--- src/rtl/seven_seg_scan_driver.sv ---
// Time-multiplexed N-digit seven-segment driver with hex/decimal decode,
// leading-zero blanking and frame-synchronous (tear-free) value updates.
module seven_seg_scan_driver #(
  parameter int NUM_DIGITS = 4,
  parameter int CLK_DIV    = 50000,
  parameter int HEX_EN     = 1,
  parameter int ACTIVE_LOW = 1,
  localparam int IW = (NUM_DIGITS > 1) ? $clog2(NUM_DIGITS) : 1
) (
  input  logic                    clk,
  input  logic                    rst,
  input  logic                    en,
  input  logic [4*NUM_DIGITS-1:0] value,
  input  logic                    load,
  input  logic [NUM_DIGITS-1:0]   dp_in,
  input  logic                    blank_lz,
  output logic [6:0]              seg,
  output logic                    dp,
  output logic [NUM_DIGITS-1:0]   an,
  output logic [IW-1:0]           digit_idx
);

  localparam int            CW      = (CLK_DIV > 1) ? $clog2(CLK_DIV) : 1;
  localparam logic [CW-1:0] CNT_MAX = CW'(CLK_DIV - 1);
  localparam logic [IW-1:0] IDX_MAX = IW'(NUM_DIGITS - 1);
  localparam logic          POL     = (ACTIVE_LOW != 0);

  logic [CW-1:0]           cnt_q, cnt_d;
  logic [IW-1:0]           idx_q, idx_d;
  logic [4*NUM_DIGITS-1:0] shadow_q, shadow_d, pend_q, pend_d;
  logic                    pend_v_q, pend_v_d;
  logic [6:0]              seg_q, seg_d;
  logic                    dp_q, dp_d;
  logic [NUM_DIGITS-1:0]   an_q, an_d;
  logic [NUM_DIGITS-1:0]   lz_blank;
  logic                    tick, fb;

  function automatic logic [6:0] decode(input logic [3:0] n);
    logic [6:0] s;
    case (n)
      4'h0: s = 7'h3F;  4'h1: s = 7'h06;  4'h2: s = 7'h5B;  4'h3: s = 7'h4F;
      4'h4: s = 7'h66;  4'h5: s = 7'h6D;  4'h6: s = 7'h7D;  4'h7: s = 7'h07;
      4'h8: s = 7'h7F;  4'h9: s = 7'h6F;  4'hA: s = 7'h77;  4'hB: s = 7'h7C;
      4'hC: s = 7'h39;  4'hD: s = 7'h5E;  4'hE: s = 7'h79;  default: s = 7'h71;
    endcase
    return s;
  endfunction

  assign tick = en && (cnt_q == CNT_MAX);
  assign fb   = tick && (idx_q == IDX_MAX);

  always_comb begin
    cnt_d = cnt_q;
    idx_d = idx_q;
    if (tick) begin
      cnt_d = '0;
      idx_d = (idx_q == IDX_MAX) ? '0 : idx_q + 1'b1;
    end else if (en) begin
      cnt_d = cnt_q + 1'b1;
    end
  end

  // A load on the boundary edge goes straight to shadow; otherwise it is parked.
  always_comb begin
    shadow_d = shadow_q;
    pend_d   = pend_q;
    pend_v_d = pend_v_q;
    if (fb) begin
      shadow_d = load ? value : (pend_v_q ? pend_q : shadow_q);
      pend_v_d = 1'b0;
    end else if (load) begin
      pend_d   = value;
      pend_v_d = 1'b1;
    end
  end

  // Digit i is a leading zero when it and every digit above it are zero.
  always_comb begin : lz_scan
    logic zero_run;
    zero_run = 1'b1;
    lz_blank = '0;
    for (int unsigned k = 0; k < NUM_DIGITS; k++) begin
      zero_run = zero_run && (shadow_q[4*(NUM_DIGITS-1-k) +: 4] == 4'h0);
      lz_blank[NUM_DIGITS-1-k] = zero_run && (k != NUM_DIGITS - 1);
    end
  end

  always_comb begin : out_sel
    logic [3:0] nib;
    logic       blk;
    logic       dp_sel;
    logic [NUM_DIGITS-1:0] onehot;
    nib    = '0;
    blk    = 1'b0;
    dp_sel = 1'b0;
    onehot = '0;
    seg_d  = '0;
    dp_d   = 1'b0;
    an_d   = '0;
    for (int unsigned i = 0; i < NUM_DIGITS; i++) begin
      if (idx_q == IW'(i)) begin
        onehot[i] = 1'b1;
        nib       = shadow_q[4*i +: 4];
        blk       = blank_lz && lz_blank[i];
        dp_sel    = dp_in[i];
      end
    end
    if (en && !tick) begin
      an_d = onehot;
      dp_d = dp_sel;
      if (!blk && ((HEX_EN != 0) || (nib <= 4'd9)))
        seg_d = decode(nib);
    end
  end

  always_ff @(posedge clk) begin
    if (rst) begin
      cnt_q    <= '0;
      idx_q    <= '0;
      shadow_q <= '0;
      pend_q   <= '0;
      pend_v_q <= 1'b0;
      seg_q    <= {7{POL}};
      dp_q     <= POL;
      an_q     <= {NUM_DIGITS{POL}};
    end else begin
      cnt_q    <= cnt_d;
      idx_q    <= idx_d;
      shadow_q <= shadow_d;
      pend_q   <= pend_d;
      pend_v_q <= pend_v_d;
      seg_q    <= seg_d ^ {7{POL}};
      dp_q     <= dp_d ^ POL;
      an_q     <= an_d ^ {NUM_DIGITS{POL}};
    end
  end

  assign seg       = seg_q;
  assign dp        = dp_q;
  assign an        = an_q;
  assign digit_idx = idx_q;

endmodule
--- config.mk ---
export PLATFORM = sky130hd
export DESIGN_NAME = seven_seg_scan_driver
export DESIGN_NICKNAME = d
export VERILOG_FILES = /design/src/rtl/seven_seg_scan_driver.sv
export SDC_FILE = /design/constraint.sdc
export NUM_CORES = 1
export LEC_CHECK = 0
export CORE_MARGIN = 5
export CORE_UTILIZATION = 42
export DETAILED_ROUTE_END_ITERATION = 10
export GPL_ROUTABILITY_DRIVEN = 0
export PLACE_DENSITY = 0.71
export SYNTH_ARGS = -nofsm -noshare
export SYNTH_HDL_FRONTEND = slang
export SYNTH_SLANG_ARGS = --single-unit
export TNS_END_PERCENT = 10
--- constraint.sdc ---
create_clock -name clk -period 2.7 [get_ports clk]
set_input_delay 0.27 -clock clk [delete_from_list [all_inputs] [get_ports clk]]
set_output_delay 0.27 -clock clk [all_outputs]
set_load 0.02 [all_outputs]
==> After elaboration in Yosys (flattened, before gate mapping) <==
Memories as Yosys holds them, arrays and structs flattened.
Index checks and enable logic that the tools add are counted.
{ "op_classes": {"add_sub_neg": 2, "n_eq_ne": 4, "mux": 22, "bitwise_logic": 4, "reduce_logical": 18} }
{ "op_table": {"columns": ["cell", "n"], "rows": [
  ["two-way mux 16 bit", 2],
  ["two-way mux 4 bit", 5],
  ["adder 16 x 1 -> 16 bit (second input constant)", 1],
  ["== test 16 bit (second input constant)", 1],
  ["two-way mux 7 bit", 2],
  ["logical NOT 4 bit", 3],
  ["two-way mux 1 bit", 12],
  ["logical AND 1 bit", 8],
  ["inverter 7 bit", 1],
  ["== test 2 bit (second input constant)", 2],
  ["inverter 4 bit", 1],
  ["AND reduction 2 bit", 2],
  ["OR reduction 2 bit", 2],
  ["adder 2 x 1 -> 2 bit (second input constant)", 1],
  ["== test 2 x 1 -> 1 bit (second input constant)", 1],
  ["logical NOT 2 bit", 1],
  ["two-way mux 2 bit", 1],
  ["inverter 1 bit", 2],
  ["nonzero test 2 bit", 1],
  ["logical NOT 1 bit", 1]
]} }
{ "word_totals": {"register_bits": 63, "rom_bits": 112, "input_bits": 25, "out_inout_bits": 14, "elab_cells": 59, "memories": 1} }
{ "memory_table": {"columns": ["memory", "depth", "word_bits", "rd", "rd_clocked_by_memory_dff", "wr", "line_no", "text"], "rows": [
  ["(no name shown)", 16, 7, 1, 0, 0, "40", "case (n)"]
]} }

==> Logic depth before layout (Yosys ltp) <==
{ "depth": {"depth_word": 10, "ltp_mapped": 11, "depth_no_buf": 10} }

==> Worst setup path after synthesis <==
OpenSTA, ideal clock, no wires.
{ "synth_timing": {"kind": "flip-flop to flip-flop", "from": "reg idx_q[0] (netlist: digit_idx[0])", "to": "reg seg_q[4] (netlist: seg[4])", "arrival_time_ns": 2.476, "slack_ns": 0.095, "stages_incl_launch_ff": 11, "path_cell_list": "dfxtp_1 > ha_1 > clkbuf_1 > clkbuf_1 > a211oi_1 > a211oi_1 > inv_1 > ha_1 > mux2_2 > nand2_1 > o211ai_1"} }
{ "synth_via": {"elab_chain_len": 9, "word_cells_on_any_way": 15} }
{ "synth_lines": {"columns": ["item", "line_no", "text"], "rows": [
  ["start: declaration", "29", "logic [IW-1:0] idx_q, idx_d;"],
  ["start signal: assignment", "128", "idx_q <= idx_d;"],
  ["logical NOT 2 bit", "101", "if (idx_q == IW'(i)) begin"],
  ["two-way mux 4 bit (4 in a row)", "101", null],
  ["memory (16 x 7 bit)", null, null],
  ["two-way mux 7 bit (*)", "111", "if (!blk && ((HEX_EN != 0) || (nib <= 4'd9)))"],
  ["two-way mux 7 bit (*)", "108", "if (en && !tick) begin"],
  ["inverter 7 bit (no line) (*)", null, null],
  ["end signal: assignment", "123", "seg_q <= {7{POL}};"],
  ["end signal: assignment", "132", "seg_q <= seg_d ^ {7{POL}};"],
  ["end: declaration", "32", "logic [6:0] seg_q, seg_d;"]
]} }
Every way passes the cells marked *; elsewhere a longest branch is shown, timed or not.
A chain may end at the register's enable or synchronous reset.

==> Final worst setup path <==
Ends and elaborated chain as after synthesis.

==> metrics <==
reg2reg end seg[4]$_SDFF_PP1_; n_diodes 0; Final Cycle Share 89.1%; max-cap viol count 0; Clock Sinks 63; kind of critical path reg2reg; Die Span X 95.0 um; Reg clk slew, reported paths 0.06 ns; f_max 0.415 GHz; DRT Pass-1 Iters 4; CTS tree yes; die area 9030 um^2; Crit. Startpoint digit_idx[0]$_SDFFE_PP0P_; CP max stage delay 0.36 ns; buffers added on ports 38; Logic pwr share 7.6%; share of cells above drive strength 1 13.8%; first-pass GRT wire length 10.3 mm; vias in the first global route 2297; critical path startpoint category register; Mean Syn Cell Area 9.41 um^2; post-DP HPWL 4.42 mm; async set-reset flop share out of synthesis 0%; Leak 1.57 nW; Hold WS 0.491 ns; crit path max fanout 12; Mapped Nets 359; num rows 31; H-Tree Depth 3; core area 7140 um^2; Antenna Violating Nets Remaining 0; run status finished clean; drt total wl 6.03 mm; total global-route track usage 14.6%; Critical Path End Type register; worst hold path type reg2reg; final setup TNS 0 ns; top-area cell type share of the netlist area 41.5%; Worst Reg-to-Reg Cells 9; Synth Cell Area 3040 um^2; Final Hold Vio Count 0; P_int 1.63 mW; Mapped Cells 323; Seq. cell area 1260 um^2; Slew @ Worst Pin 1.11 ns; cts bufs inserted 9; count leader, synth dfxtp_1; synthesis-stage register bit count 63; vias per cell 4.95; Crit-path slowest cell ha_1; Yosys Warn Count 0; Starting Density 42.6%; Slew Limit Fails 0; multi-input logic area 1670 um^2; critical path, cell by cell ha_1 > buf_4 > nor2b_1 > a211oi_1 > inv_1 > ha_1 > mux2_2 > nand2_1 > o211ai_1; Most Frequent Cell on Critical Path ha_1; Post-layout nets 402; IO Count 39; setup bufs post-CTS 0; clock buffer depth 2; RSZ-0062 raised after global routing false; Layout area overhead 24.3%; Switch Pwr 414 uW; sequential share of the synthesized area 41.5%; post_cts resized 0; clock network power share 45.2%; root buffer cell clkbuf_8; Pwr per Cell Area 542 nW/um^2; reg2reg start digit_idx[0]$_SDFFE_PP0P_; top post-synthesis cells by area dfxtp_1 (42%), mux2i_1 (12%), nor2_1 (7.2%); Slew Limit Headroom 25.7%; antenna violations before repair 0; CP Data Arrival Time 2.61 ns; Die Ht 95.0 um; sequential fraction of design power 47.3%; cell count after placement 454; Layout Skew 0.00736 ns; DRC 0; GRT overflow 0; top cell type by total area after synthesis dfxtp_1; EDFF count, synth 0; hold buffers post-CTS 0; Fillers 678; Sw Ratio 20.2%; WL/cell 12.9 um; largest net degree at the start of global routing 36; Worst EP required 2.90 ns; non-filler cells, final 469; total power 2.05 mW; Final setup viols 0; Vias 2321; initial DRC count 82; worst vdd ir 0.223 mV; Netlist cell types 45; worst setup path endpoint seg[4]$_SDFF_PP1_; synth cell count leaders dfxtp_1 (63), nor2_1 (58), mux2i_1 (35), nand2_1 (23), mux2_2 (17); Clock Latency Late Sink 0.33 ns; R2R setup slack 0.29 ns; Synth Flop Type dfxtp_1; crit path time final 2.41 ns
[power groups by stage]
stage	sequential [mW]	combinational, mW	clock, mW
2_1_floorplan	0.993	0.0827	0
3_3_place_gp	0.987	0.154	0
3_5_place_dp	0.988	0.156	0
4_1_cts	0.967	0.157	0.952
5_1_grt	0.970	0.171	0.992
6_report	0.967	0.155	0.924
[placed cells by master (no fill, tap or decap), types with 4 or more instances in the layout]
| cell | netlist | layout |
|---|---|---|
| nand3b_1 | 6 | 6 |
| buf_4 | 2 | 11 |
| mux2_2 | 17 | 17 |
| o211ai_1 | 4 | 4 |
| nand4_1 | 5 | 5 |
| mux2i_1 | 35 | 35 |
| ha_1 | 11 | 11 |
| a21oi_1 | 8 | 8 |
| nor2_1 | 58 | 58 |
| a211oi_1 | 4 | 4 |
| o21ai_0 | 5 | 5 |
| clkbuf_8 | 0 | 12 |
| nor3_1 | 4 | 4 |
| dfxtp_1 | 63 | 63 |
| nand3_1 | 7 | 7 |
| inv_1 | 9 | 9 |
| nand2_1 | 23 | 23 |
| xor2_1 | 9 | 9 |
| clkdlybuf4s50_1 | 0 | 38 |
| nor3b_1 | 4 | 4 |
| xnor2_1 | 6 | 6 |
[area by class of cell]
class | instances | share of cell area, %
inverters | 9 | 0.894
well taps | 99 | 3.28
clock inverters | 3 | 1.72
multi-input cells | 234 | 44.1
clock buffers | 12 | 4.37
flip-flops and latches | 63 | 33.4
repair buffers | 49 | 12.3
[sequential cells by signal, indices dropped and copies added (netlist names)]
register   count
an             4
shadow_q      16
cnt_q         16
pend_v_q       1
digit_idx      2
pend_q        16
dp             1
seg            7
[worst max-delay path, delay by kind of cell (launching register included)]
kind	cells	cell delay (ns)
buf+inv	2	0.41
mux	1	0.28
fa+ha+maj	2	0.63
flops	1	0.35
simple gates	2	0.19
compound gates	2	0.41
[layer usage]
layer  routed length [um]  vias up  global-route usage, %
met5                    0        -                      0
met4                   83        0                   6.13
met3                  242        7                   4.42
met2                 2970       29                   24.4
met1                 2730     1083                   17.4
li1                     -     1202                      -
[logic make-up (layout without fill, tap and decap cells)]
family          Yosys count  count (layout)  synth area share [%]
buf+inv                  26              73                  3.79
simple gates            125             125                  20.8
compound gates           31              31                  7.25
flops                    63              63                  41.5
mux                      52              52                  17.8
xor+xnor                 15              15                  4.32
fa+ha+maj                11              11                  4.53
[stage by stage]
| step | instance area, um^2 | setup slack (ns) | utilization (%) |
|---|---|---|---|
| 2_1_floorplan | 3040 | 0.0947 | - |
| 3_3_place_gp | 3550 | 0.334 | 49.7 |
| 3_5_place_dp | 3550 | 0.314 | 49.7 |
| 4_1_cts | 3780 | 0.291 | 52.9 |
| 5_1_grt | 3780 | 0.0634 | 52.9 |
| 6_report | 3780 | 0.293 | 52.9 |
[how the worst min path moves through the flow]
stage,startpoint,to,slack (ns),cells past startpoint
global route,pend_q[7]$_SDFFE_PP0P_,pend_q[7]$_SDFFE_PP0P_,0.54,2
finish,pend_q[7]$_SDFFE_PP0P_,pend_q[7]$_SDFFE_PP0P_,0.49,2
CTS,pend_q[3]$_SDFFE_PP0P_,pend_q[3]$_SDFFE_PP0P_,0.50,2
floorplan,value[0],pend_q[0]$_SDFFE_PP0P_,0.42,2
global placement,pend_q[10]$_SDFFE_PP0P_,pend_q[10]$_SDFFE_PP0P_,0.47,2
detailed placement,pend_q[3]$_SDFFE_PP0P_,pend_q[3]$_SDFFE_PP0P_,0.48,2
No activity file was read; power rests on OpenSTA's default activity.
